--- src/rtl/serial_add_arb_pkg.sv ---
// Shared definitions for the serial adder arbiter: the sequencer state
// encoding and the default abort threshold for the optional WAIT timeout.
package serial_add_arb_pkg;

    typedef enum logic [1:0] {
        ST_IDLE   = 2'd0,
        ST_LAUNCH = 2'd1,
        ST_WAIT   = 2'd2,
        ST_RESP   = 2'd3
    } state_t;

    localparam int DEF_TIMEOUT = 32;

endpackage

--- src/rtl/serial_add_arb_rr_pick.sv ---
// rr_pick: combinational round-robin selector. Returns the first set request
// bit found searching ptr, ptr+1, ... with wrap from NREQ-1 back to 0.
module rr_pick #(
    parameter int NREQ = 4,
    parameter int IW   = $clog2(NREQ)
) (
    input  logic [NREQ-1:0] i_req,
    input  logic [IW-1:0]   i_ptr,
    output logic            o_any,
    output logic [IW-1:0]   o_id
);

    logic [IW-1:0] w_idx;

    // Scan from farthest offset down so the closest-to-ptr request wins last.
    always_comb begin
        o_any = 1'b0;
        o_id  = '0;
        w_idx = '0;
        for (int k = NREQ - 1; k >= 0; k--) begin
            w_idx = IW'((int'(i_ptr) + k) % NREQ);
            if (i_req[w_idx]) begin
                o_any = 1'b1;
                o_id  = w_idx;
            end
        end
    end

endmodule

--- src/rtl/serial_add_arb.sv ---
// serial_add_arb: round-robin sequencer sharing one bit-serial adder engine
// among NREQ requesters. Arbitrates only in IDLE, launches the engine with a
// one-cycle start, waits for done and returns the tagged sum.
// Optional WAIT abort counter enabled by SERIAL_ADD_ARB_TIMEOUT_EN.
module serial_add_arb
    import serial_add_arb_pkg::*;
#(
    parameter int NREQ    = 4,
    parameter int WIDTH   = 8,
    parameter int TIMEOUT = DEF_TIMEOUT,
    parameter int IW      = $clog2(NREQ)
) (
    input  logic                  clk,
    input  logic                  rst,
    input  logic [NREQ-1:0]       i_req,
    input  logic [NREQ*WIDTH-1:0] i_req_a,
    input  logic [NREQ*WIDTH-1:0] i_req_b,
    output logic [NREQ-1:0]       o_gnt,
    output logic                  o_add_start,
    output logic [WIDTH-1:0]      o_add_a,
    output logic [WIDTH-1:0]      o_add_b,
    input  logic                  i_add_done,
    input  logic [WIDTH-1:0]      i_add_sum,
    output logic                  o_rsp_valid,
    output logic [IW-1:0]         o_rsp_id,
    output logic [WIDTH-1:0]      o_rsp_sum,
    output logic                  o_rsp_err,
    output logic                  o_busy
);

    state_t        r_state;
    logic [IW-1:0] r_ptr;
    logic [IW-1:0] r_id;
    logic          w_any;
    logic [IW-1:0] w_id;
    logic [IW-1:0] w_ptr_nxt;

    rr_pick #(
        .NREQ (NREQ),
        .IW   (IW)
    ) u_pick (
        .i_req (i_req),
        .i_ptr (r_ptr),
        .o_any (w_any),
        .o_id  (w_id)
    );

    // Next search starts just past the requester that was served.
    assign w_ptr_nxt = (r_id == IW'(NREQ - 1)) ? '0 : r_id + 1'b1;

`ifdef SERIAL_ADD_ARB_TIMEOUT_EN
    logic [7:0] r_cnt;

    // Sequencer FSM with registered outputs; WAIT aborts after TIMEOUT cycles.
    always_ff @(posedge clk or posedge rst) begin
        if (rst) begin
            r_state     <= ST_IDLE;
            r_ptr       <= '0;
            r_id        <= '0;
            r_cnt       <= '0;
            o_gnt       <= '0;
            o_add_start <= 1'b0;
            o_add_a     <= '0;
            o_add_b     <= '0;
            o_rsp_valid <= 1'b0;
            o_rsp_id    <= '0;
            o_rsp_sum   <= '0;
            o_rsp_err   <= 1'b0;
            o_busy      <= 1'b0;
        end else begin
            o_gnt       <= '0;
            o_add_start <= 1'b0;
            o_rsp_valid <= 1'b0;
            case (r_state)
                ST_IDLE: begin
                    if (w_any) begin
                        r_id        <= w_id;
                        o_add_a     <= i_req_a[int'(w_id)*WIDTH +: WIDTH];
                        o_add_b     <= i_req_b[int'(w_id)*WIDTH +: WIDTH];
                        o_gnt       <= NREQ'(1) << w_id;
                        o_add_start <= 1'b1;
                        o_busy      <= 1'b1;
                        r_state     <= ST_LAUNCH;
                    end
                end
                ST_LAUNCH: begin
                    r_cnt   <= '0;
                    r_state <= ST_WAIT;
                end
                ST_WAIT: begin
                    if (i_add_done) begin
                        o_rsp_sum   <= i_add_sum;
                        o_rsp_err   <= 1'b0;
                        o_rsp_id    <= r_id;
                        o_rsp_valid <= 1'b1;
                        r_state     <= ST_RESP;
                    end else if (r_cnt == 8'(TIMEOUT - 1)) begin
                        o_rsp_sum   <= '0;
                        o_rsp_err   <= 1'b1;
                        o_rsp_id    <= r_id;
                        o_rsp_valid <= 1'b1;
                        r_state     <= ST_RESP;
                    end else begin
                        r_cnt <= r_cnt + 8'd1;
                    end
                end
                ST_RESP: begin
                    r_ptr   <= w_ptr_nxt;
                    o_busy  <= 1'b0;
                    r_state <= ST_IDLE;
                end
                default: r_state <= ST_IDLE;
            endcase
        end
    end
`else
    assign o_rsp_err = 1'b0;

    // Sequencer FSM with registered outputs; WAIT holds until engine done.
    always_ff @(posedge clk or posedge rst) begin
        if (rst) begin
            r_state     <= ST_IDLE;
            r_ptr       <= '0;
            r_id        <= '0;
            o_gnt       <= '0;
            o_add_start <= 1'b0;
            o_add_a     <= '0;
            o_add_b     <= '0;
            o_rsp_valid <= 1'b0;
            o_rsp_id    <= '0;
            o_rsp_sum   <= '0;
            o_busy      <= 1'b0;
        end else begin
            o_gnt       <= '0;
            o_add_start <= 1'b0;
            o_rsp_valid <= 1'b0;
            case (r_state)
                ST_IDLE: begin
                    if (w_any) begin
                        r_id        <= w_id;
                        o_add_a     <= i_req_a[int'(w_id)*WIDTH +: WIDTH];
                        o_add_b     <= i_req_b[int'(w_id)*WIDTH +: WIDTH];
                        o_gnt       <= NREQ'(1) << w_id;
                        o_add_start <= 1'b1;
                        o_busy      <= 1'b1;
                        r_state     <= ST_LAUNCH;
                    end
                end
                ST_LAUNCH: begin
                    r_state <= ST_WAIT;
                end
                ST_WAIT: begin
                    if (i_add_done) begin
                        o_rsp_sum   <= i_add_sum;
                        o_rsp_id    <= r_id;
                        o_rsp_valid <= 1'b1;
                        r_state     <= ST_RESP;
                    end
                end
                ST_RESP: begin
                    r_ptr   <= w_ptr_nxt;
                    o_busy  <= 1'b0;
                    r_state <= ST_IDLE;
                end
                default: r_state <= ST_IDLE;
            endcase
        end
    end
`endif

endmodule

--- config.mk ---
export PLATFORM = sky130hd
export DESIGN_NAME = serial_add_arb
export DESIGN_NICKNAME = d
export VERILOG_FILES = /design/src/rtl/serial_add_arb_pkg.sv /design/src/rtl/serial_add_arb_rr_pick.sv /design/src/rtl/serial_add_arb.sv
export SDC_FILE = /design/constraint.sdc
export NUM_CORES = 1
export LEC_CHECK = 0
export CORE_ASPECT_RATIO = 1.75
export CORE_MARGIN = 3
export CORE_UTILIZATION = 40
export CTS_BUF_LIST = sky130_fd_sc_hd__clkbuf_16
export CTS_CLUSTER_DIAMETER = 200
export DETAILED_ROUTE_END_ITERATION = 10
export GPL_TIMING_DRIVEN = 0
export PLACE_DENSITY = 0.8
export SLEW_MARGIN = 20
export SYNTH_ARGS = -nofsm -noshare
export SYNTH_HDL_FRONTEND = slang
export SYNTH_SLANG_ARGS = --single-unit
--- constraint.sdc ---
create_clock -name clk -period 2 [get_ports clk]
set_clock_uncertainty 0.05 [all_clocks]
set_input_delay 0.2 -clock clk [delete_from_list [all_inputs] [get_ports clk]]
set_output_delay 0.2 -clock clk [all_outputs]
set_load 0.02 [all_outputs]
=== Word level (Yosys, flattened, before mapping) ===
Index checks and enable logic that the tools add are counted.

* Register bits after elaboration: 39
* Bits in latches: 0
* Memories: 0
* Output and inout port bits: 34
* Memory bits (read-only): 0
* Word-level logic and storage cells: 62
* RAM bits: 0

* Equal/unequal tests: 6
* Bitwise logic cells: 0
* Add/subtract/negate cells: 4
* Divide/modulo/power cells: 0
* $lt $le $gt $ge: 4
* $mul: 0
* Shift operators: 3
* Muxes and demuxes: 28
* Reduce and logical (&&, ||, !) cells: 6

{| class="wikitable"
|+ Operator list
! operator !! number
|-
| indexed part select 32 x 6 -> 8 bit || 2
|-
| 2-to-1 mux 2 bit || 7
|-
| 2-to-1 mux 1 bit || 13
|-
| < comparator 2 x 3 -> 1 bit (second input constant) || 4
|-
| binary-select mux 1 bit (select 2 bit) || 4
|-
| 2-to-1 mux 4 bit || 2
|-
| one-hot mux 2 bit (4 select lines) || 1
|-
| AND reduction 2 bit || 4
|-
| == test 2 bit (second input constant) || 3
|-
| adder 2 x 1 -> 2 bit (second input constant) || 2
|-
| adder 2 bit (second input constant) || 2
|-
| << shifter 1 x 2 -> 4 bit (first input constant) || 1
|-
| == test 2 x 1 -> 1 bit (second input constant) || 1
|-
| zero test 2 bit || 1
|-
| inequality test 2 x 1 -> 1 bit (second input constant) || 1
|-
| inequality test 2 bit (second input constant) || 1
|-
| one-hot mux 1 bit (2 select lines) || 1
|-
| nonzero test 2 bit || 1
|}

=== Longest topological paths before layout ===
Gate-level depths: netlist of run 1.

* Word-level depth: 10
* Mapped depth: 8

=== Modules after synthesis ===
From an unflattened synthesis of run 1, not the netlist that was laid out.

* Cells, all modules: 172
* Area total of the unflattened synthesis: 2060.7 µm²

{| class="wikitable"
|+ Modules (own cells, without submodules)
! module !! seq. area each (µm²) !! instances !! cells each !! area an instance (µm²)
|-
| serial_add_arb || 975.9 || 1 || 159 || 1983.2
|-
| rr_pick || 0.0 || 1 || 13 || 77.6
|}

=== Least setup slack after synthesis of run 1 ===
Ideal clock, no wire load.

* Kind: flip-flop to flip-flop
* Start point: register r_state[0]
* End point: register o_add_a[0]
* Period minus slack after synthesis: 1.668 ns
* Setup time: 0.080 ns
* Setup slack: 0.332 ns
* Data arrival time: 1.537 ns
* Stages on the path, launching flop included: 8
* Buffers on the path: 2
* Cell sequence: dfrtp_1 inv_1 ha_1 nand2b_4 or3_1 buf_6 buf_6 o211ai_2

* Word-level cells in the longest chain between the ends: 2

{| class="wikitable"
|+ RTL lines
! element !! line !! text
|-
| start: declaration || serial_add_arb.sv:31 || <nowiki>state_t r_state;</nowiki>
|-
| start signal: assignment || serial_add_arb.sv:122 || <nowiki>r_state <= ST_IDLE;</nowiki>
|-
| start signal: assignment || serial_add_arb.sv:146 || <nowiki>r_state <= ST_LAUNCH;</nowiki>
|-
| start signal: assignment || serial_add_arb.sv:150 || <nowiki>r_state <= ST_WAIT;</nowiki>
|-
| zero test 2 bit || serial_add_arb.sv:137 || <nowiki>case (r_state)</nowiki>
|-
| AND reduction 2 bit (no source line) || n/a ||
|-
| end signal: assignment || serial_add_arb.sv:141 || <nowiki>o_add_a <= i_req_a[int'(w_id)*WIDTH +: WIDTH];</nowiki>
|-
| end: declaration || serial_add_arb.sv:20 || <nowiki>output logic [WIDTH-1:0] o_add_a,</nowiki>
|}

No other way between the ends.
A chain may end at the register's enable or synchronous reset.

=== Worst setup path in the final report of run 1 ===
* Start point: input i_req[1]
* End point: register o_add_b[4]

* Word-level cells in the longest chain between the ends: 7

{| class="wikitable"
|+ RTL lines
! element !! line !! text
|-
| start: declaration || serial_add_arb.sv:15 || <nowiki>input logic [NREQ-1:0] i_req,</nowiki>
|-
| binary-select mux 1 bit (select 2 bit) || serial_add_arb_rr_pick.sv:22 || <nowiki>if (i_req[w_idx]) begin</nowiki>
|-
| 2-to-1 mux 1 bit (not written as such) || serial_add_arb_rr_pick.sv:22 ||
|-
| 2-to-1 mux 2 bit or 2-to-1 mux 1 bit (tied branches) (4 in a row) || serial_add_arb_rr_pick.sv:22 ||
|-
| indexed part select 32 x 6 -> 8 bit or AND reduction 2 bit (tied branches) || n/a ||
|-
| end signal: assignment || serial_add_arb.sv:142 || <nowiki>o_add_b <= i_req_b[int'(w_id)*WIDTH +: WIDTH];</nowiki>
|-
| end: declaration || serial_add_arb.sv:21 || <nowiki>output logic [WIDTH-1:0] o_add_b,</nowiki>
|}

Several ways; a longest one is shown, not always the timed one. The select of a mux whose other input is x is not followed.

==> results of run 1 <==
## sequential cells by signal (all words and copies together), names as in the netlist
signal / count
o_rsp_sum: 8
o_busy: 1
r_id: 2
o_rsp_valid: 1
o_rsp_id: 2
o_gnt: 4
o_add_start: 1
o_add_b: 8
o_add_a: 8
r_state: 2
r_ptr: 2
## routing by layer
layer / track usage [%] / vias to the layer above / wire length, um / share of wire (%)
met5: 0 / - / 0 / 0
met3: 3.12 / 7 / 235 / 4.0
met4: 5.85 / 0 / 114 / 1.9
li1: - / 986 / - / -
met1: 18.4 / 912 / 1970 / 33
met2: 39.9 / 61 / 3620 / 61
## logic make-up (layout without fill, tap and decap cells)
kind of cell               count (synthesis)  count (layout)  share of synthesized area (%)
adders and majority gates                  5               5                           2.81
AOI/OAI and AO/OA                         59              59                           20.5
and+or+nand+nor                           56              56                           13.7
DFF                                       39              39                           43.8
muxes                                     28              28                           13.2
other                                      1               1                          0.168
buffers and inverters                     23             143                           5.79
## repair_timing
action	in CTS	in global routing
hold endpoints to repair	0	0
setup buffers	0	0
resized for setup	0	3
hold buffers	0	0
endpoints found under the setup margin	0	10
## layout make-up
cell class	count	share of cell area [%]
multi-input cells	149	31.1
inverters	8	0.828
plain buffers	15	2.76
well taps	74	2.55
flip-flops and latches	39	26.9
clock buffers	5	3.45
clock inverters	3	1.07
repair buffers	112	31.4
## metrics by stage
step / setup WS [ns] / util (%)
final: 0.123 / 67.9
after global routing: -0.0253 / 67.9
after global placement: -0.226 / 64.2
after CTS: 0.0483 / 67.8
after detailed placement: -0.235 / 64.7
after floorplan: 0.332 / -
## how the worst max path moves through the flow
stage                 end  slack [ns]  cells after the start
2_1_floorplan  o_add_a[0]        0.33                      7
3_5_place_dp   o_add_a[0]       -0.23                      8
5_1_grt        o_add_a[7]       -0.03                      8
4_1_cts        o_add_a[0]        0.05                      8
3_3_place_gp   o_add_a[0]       -0.23                      8
6_report       o_add_b[4]        0.12                      8
## cells in the final DEF (no fill, tap or decap), types with 4 or more instances in the layout
master           Yosys  layout
mux2i_1             17      17
clkbuf_1             5       4
buf_2                4       4
inv_1                7       6
o211ai_1             8       8
dfrtp_1             39      39
mux2_2              11      11
a21boi_0            16      16
ha_1                 5       5
o211ai_2             8       8
clkdlybuf4s50_1      0     111
clkbuf_16            0       5
buf_6                4       4
nand2_1             24      24
and3_1              17      17
o21ai_1             13      13
o21ai_0              6       6
## worst reg2reg max path, stage by stage (launching register included)
cell and delay (ns):
dfrtp_1 0.40, inv_1 0.12, ha_1 0.25, nand2b_4 0.08, or3_1 0.39, buf_6 0.16, buf_6 0.15, o211ai_2 0.16
## power groups by stage
stage	sequential, mW	combinational, mW	clock, mW
floorplan	1.72	1.24	0
global placement	1.35	2.63	0
detailed placement	1.38	2.68	0
CTS	1.37	2.70	0.884
global route	1.42	2.89	0.923
finish	1.36	2.66	0.869
==> summary.md, run 1 <==
### Setup path
- **peak per-stage delay on the critical path** 0.52 ns
- **peak fanout along the critical path** 10
- **Largest delay share family, worst path** buffers and inverters
- **Data required, critical path** 2.10 ns
- **list of cells traversed by the critical path** clkdlybuf4s50_1 > and2b_1 > nand2b_1 > buf_4 > clkbuf_1 > a21boi_0 > o21ai_1 > o211ai_2
- **startpoint type of the worst setup path** input pin
- **reg-to-reg critical path endpoint** o_add_b[6]
- **Crit Path Category** input pin to flop
- **element type at the critical path end** flop
- **data arrival time of the worst path** 1.98 ns
- **Critical Path Slowest Stage Cell** clkdlybuf4s50_1
- **setup slack of the worst register-to-register path** 0.17 ns
- **timing startpoint of the critical path** i_req[1]
- **CP bufs+invs** 3
- **number of cells on the worst reg-to-reg path** 7
- **worst reg2reg path startpoint** r_state[0]

### Cells and area
- **ant diodes** 0
- **area of the multi-input gates** 1130 sq um
- **final net count** 414
- **Area growth, synth to finish** 63.0%
- **Non-Filler Cell Area, Final** 3630 sq um
- **layout cell share with drive strength beyond 1** 14.2%
- **Seq. cell area** 976 sq um
- **filler cell count** 444
- **number of standard cells in the final layout excluding fillers** 405

### Clock tree
- **CTS Buffer Depth** 2
- **Num CTS Buffers** 5
- **H-tree depth** 2
- **clock-pin transition on the worst setup and hold timing paths** 0.06 ns
- **TritonCTS clock tree** yes
- **Sink Count** 39
- **Root Buffer Master** clkbuf_16
- **Skew-Pair Late Insertion Delay** 0.27 ns

### Yosys
- **synthesized net count** 295
- **library cell with the largest summed area after synthesis** dfrtp_1
- **most frequent cell after synthesis** dfrtp_1
- **share of the yosys chip area belonging to registers** 43.8%
- **Seq cells post-synth** 39
- **fraction of synthesized cell area taken by the top area cell type** 43.8%
- **Async S/R FF share, synth** 100%
- **count of mapped cells out of synthesis** 211
- **Unique masters post-synth** 35
- **synthesized cell area** 2230 sq um
- **most area-consuming cells after synthesis** dfrtp_1, mux2i_1, mux2_2
- **number of synthesized flops with an enable pin** 0
- **average cell area after synthesis** 10.5 sq um
- **Synth top cells by count** dfrtp_1, nand2_1, and3_1, mux2i_1, a21boi_0
- **leading register cell type out of synthesis** dfrtp_1
- **Warnings, synthesis** 0

### Hold path
- **class of the worst hold path** input pin to asynchronous set/reset pin

### STA
- **setup repair after global routing missed its margin** yes
- **Tightest Pin Transition** 0.519 ns
- **clock period minus worst slack** 1.88 ns
- **final hold vios** 0
- **setup violation total in the final timing report** 0
- **final worst hold slack** 0.183 ns
- **number of slew-limit violations in the final report** 0
- **Highest Clock Rate** 533 MHz
- **part of the cycle the worst path needs** 93.8%
- **Final TNS setup** 0 ns
- **worst slew slack as a fraction of its limit** 65.4%

### Floorplan
- **number of rows in the core area** 35
- **die footprint** 6530 sq um
- **Die H** 105 um
- **number of ports placed on the die boundary** 113
- **Die Wd** 62.4 um
- **initial standard-cell utilization of the core** 41.7%
- **Core ar.** 5340 sq um

### Global routing
- **grt ovf** 0
- **via count of the first global-routing pass** 2070
- **global-route wire length before repair** 9940 um
- **Total Routing Usage GR** 19.2%
- **maximum number of pins on one net before global-route repair** 23
- **number of antenna violations at the first check in global routing** 0

### Detailed routing
- **WL/cell** 14.7 um
- **Avg Vias per Cell** 4.85
- **DRC violation count after routing** 0
- **count of antenna-violating nets left after detailed routing** 0
- **initial DRC count** 43
- **final wirelength** 5940 um
- **total vias in the final route** 1966
- **DR pass1 iterations** 4

### Flow run
- **Max-Cap Viols** 0

### Power and ir drop
- **leakage power summed over all cells** 1.63 nW
- **proportion of power drawn by flip-flops and latches** 27.9%
- **net switching fraction of the power** 37.3%
- **total internal power** 3.07 mW
- **part of the total power dissipated in combinational logic** 54.4%
- **Power Density** 1350 nW/um^2
- **maximum vdd ir drop** 0.721 mV
- **clock power share** 17.8%
- **switching pwr** 1.83 mW
- **Power Total** 4.89 mW

### Place
- **HPWL after DPL** 4890 um
- **weighted congestion at the end of routability-driven global placement** 0.733
- **Port Buffers** 111
- **Placed Cells** 397
- **total cell area at the placement stage** 3460 sq um

### Status
- **result of the run** finished clean

Note: power is estimated with default switching activity, not from simulation.
==> run 2, diff against run 1 <==
CTS_CLUSTER_SIZE = 28   (was default)
==> results of run 2 <==
No change in the layout: final DEF, timing and power equal those of run 1.
==> run 3, diff against run 2 <==
SLEW_MARGIN = 5   (was 20)
==> run 3 against run 2 <==
  * Flip-flop and latch count did not move
  * Critical path depth is 1 lower
  * Worst hold slack gained 0.17 ns
  * Highest routed layer unchanged
  * Clock-buffer cell count did not move
  * Worst setup slack improved by 0.039 ns
==> summary.md, run 3 (synthesis results as in run 1) <==
### Place
- **HPWL after DPL** 4820 um, -1.4%
- **Port Buffers** 111, unchanged
- **total cell area at the placement stage** 3430 sq um, -0.80%
- **weighted congestion at the end of routability-driven global placement** 0.733, unchanged

### Setup path
- **peak per-stage delay on the critical path** 0.40 ns, -0.12 ns
- **setup slack of the worst register-to-register path** 0.16 ns, about the same
- **data arrival time of the worst path** 1.98 ns, about the same
- **list of cells traversed by the critical path** inv_1 > ha_1 > nand2b_4 > or3_1 > buf_6 > buf_6 > o211ai_2
- **Critical Path Slowest Stage Cell** dfrtp_1
- **Crit Path Category** flop to flop
- **element type at the critical path end** flop
- **Data required, critical path** 2.14 ns, +0.04 ns
- **startpoint type of the worst setup path** flop
- **Crit path top cell by count** buf_6
- **peak fanout along the critical path** 10, unchanged
- **CP bufs+invs** 3, unchanged
- **Largest delay share family, worst path** simple AND/OR/NAND/NOR gates

### Detailed routing
- **DRC violation count after routing** 0, unchanged
- **final wirelength** 5970 um, +0.50%
- **total vias in the final route** 1975, +0.46%
- **initial DRC count** 55, +28%
- **count of antenna-violating nets left after detailed routing** 0, unchanged
- **Avg Vias per Cell** 4.90, +0.96%
- **DR pass1 iterations** 4, unchanged
- **WL/cell** 14.8 um, +1.0%

### Clock tree
- **Sink Count** 39, unchanged
- **clock-pin transition on the worst setup and hold timing paths** 0.06 ns, about the same
- **H-tree depth** 2, unchanged
- **Skew-Pair Late Insertion Delay** 0.27 ns, about the same
- **Root Buffer Master** clkbuf_16
- **Num CTS Buffers** 5, unchanged
- **number of hold buffers added after cts** 0, unchanged
- **TritonCTS clock tree** yes
- **CTS Buffer Depth** 2, unchanged

### Flow run
- **Max-Cap Viols** 0, unchanged

### STA
- **clock period minus worst slack** 1.84 ns, -0.0389 ns
- **setup violation total in the final timing report** 0, unchanged
- **setup repair after global routing missed its margin** no
- **Highest Clock Rate** 544 MHz, +2.1%
- **Tightest Pin Transition** 0.798 ns, +0.279 ns
- **final hold vios** 0, unchanged
- **number of slew-limit violations in the final report** 0, unchanged
- **worst slew slack as a fraction of its limit** 46.7%, -19 points
- **part of the cycle the worst path needs** 91.9%, -1.9 points
- **final worst hold slack** 0.352 ns, +0.169 ns

### Cells and area
- **biggest regs** o_add_a: 8 flops, o_add_b: 8 flops, o_rsp_sum: 8 flops
- **final net count** 412, -0.48%
- **most common library cell in the layout ignoring fill and taps** clkdlybuf4s50_1
- **filler cell count** 445, +0.23%
- **most frequent cells in the layout** clkdlybuf4s50_1, dfrtp_1, nand2_1
- **Non-Filler Cell Area, Final** 3620 sq um, -0.14%
- **ant diodes** 0, unchanged
- **layout cell share with drive strength beyond 1** 14.3%, +0.086 points
- **Area growth, synth to finish** 62.8%

### Floorplan
- **number of ports placed on the die boundary** 113, unchanged
- **Die H** 105 um, unchanged
- **number of rows in the core area** 35, unchanged
- **Die Wd** 62.4 um, unchanged
- **Core ar.** 5340 sq um, unchanged
- **die footprint** 6530 sq um, unchanged
- **initial standard-cell utilization of the core** 41.7%, unchanged

### Global routing
- **via count of the first global-routing pass** 2063, -0.34%
- **maximum number of pins on one net before global-route repair** 40, +74%
- **grt ovf** 0, unchanged
- **global-route wire length before repair** 9960 um, +0.20%
- **number of antenna violations at the first check in global routing** 0, unchanged
- **Total Routing Usage GR** 19.3%, +0.17 points

### Power and ir drop
- **maximum vdd ir drop** 0.711 mV, -1.5%
- **Power Density** 1380 nW/um^2, +2.6%
- **leakage power summed over all cells** 1.63 nW, +0.15%

### Status
- **result of the run** finished clean

### Hold path
- **class of the worst hold path** input pin to asynchronous set/reset pin

run 3: cell count changes in the layout (fill, tap and decap cells not counted), sizes merged:
cell / previous run / this run
clkinv: 2 / 0
buf: 11 / 10
bufinv: 1 / 2
clkbuf: 10 / 9
inv: 8 / 9
run 3: layout make-up:
| type | count | area (sq um) | share of cell area (%) |
|---|---|---|---|
| inverters | 8 | 30.0 | 0.829 |
| well taps | 74 | 92.6 | 2.56 |
| clock inverters | 3 | 63.8 | 1.76 |
| multi-input cells | 149 | 1130 | 31.1 |
| clock buffers | 5 | 125 | 3.45 |
| plain buffers | 14 | 97.6 | 2.69 |
| repair buffers | 111 | 1110 | 30.7 |
| flip-flops and latches | 39 | 976 | 26.9 |
run 3: path summary, 6_finish.rpt:
kind,from,end,cells past startpoint
worst max-delay path,r_state[0],o_add_b[6],7
worst min-delay path,rst,o_rsp_sum[2],2
worst max register to register,r_state[0],o_add_b[6],7
worst min register to register,o_add_b[5],o_add_b[5],2
max in group asynchronous,rst,r_ptr[0],2
min in group clk,o_add_b[5],o_add_b[5],2
run 3: through the flow:
step                      power [mW]  setup TNS, ns  cells  setup slack [ns]  util (%)
final                           5.01              0    403             0.162      67.8
after global routing            5.35              0    403            0.0226      67.8
after CTS                       5.08              0    404            0.0425      67.7
after detailed placement        4.05          -3.03    396            -0.239      64.2
after global placement          3.98          -2.62    396            -0.226      64.2
after floorplan                 2.96              0    211             0.332         -
run 3: metal layers:
metal / wire [um] / part of all wire [%] / track usage, %
met5: 0 / 0 / 0
met4: 69 / 1.2 / 6.16
met3: 216 / 3.6 / 2.69
met1: 2010 / 34 / 18.7
met2: 3680 / 62 / 40.2
run 3: power breakdown:
group          switching (mW)  total (mW)  internal, mW
Sequential              0.205        1.36          1.16
Clock                   0.279       0.988         0.709
Combinational            1.34        2.66          1.32
run 3: timing repair:
item,in CTS,in global routing
gates resized for setup,0,5
setup buffers,0,0
endpoints found under the setup margin,0,13
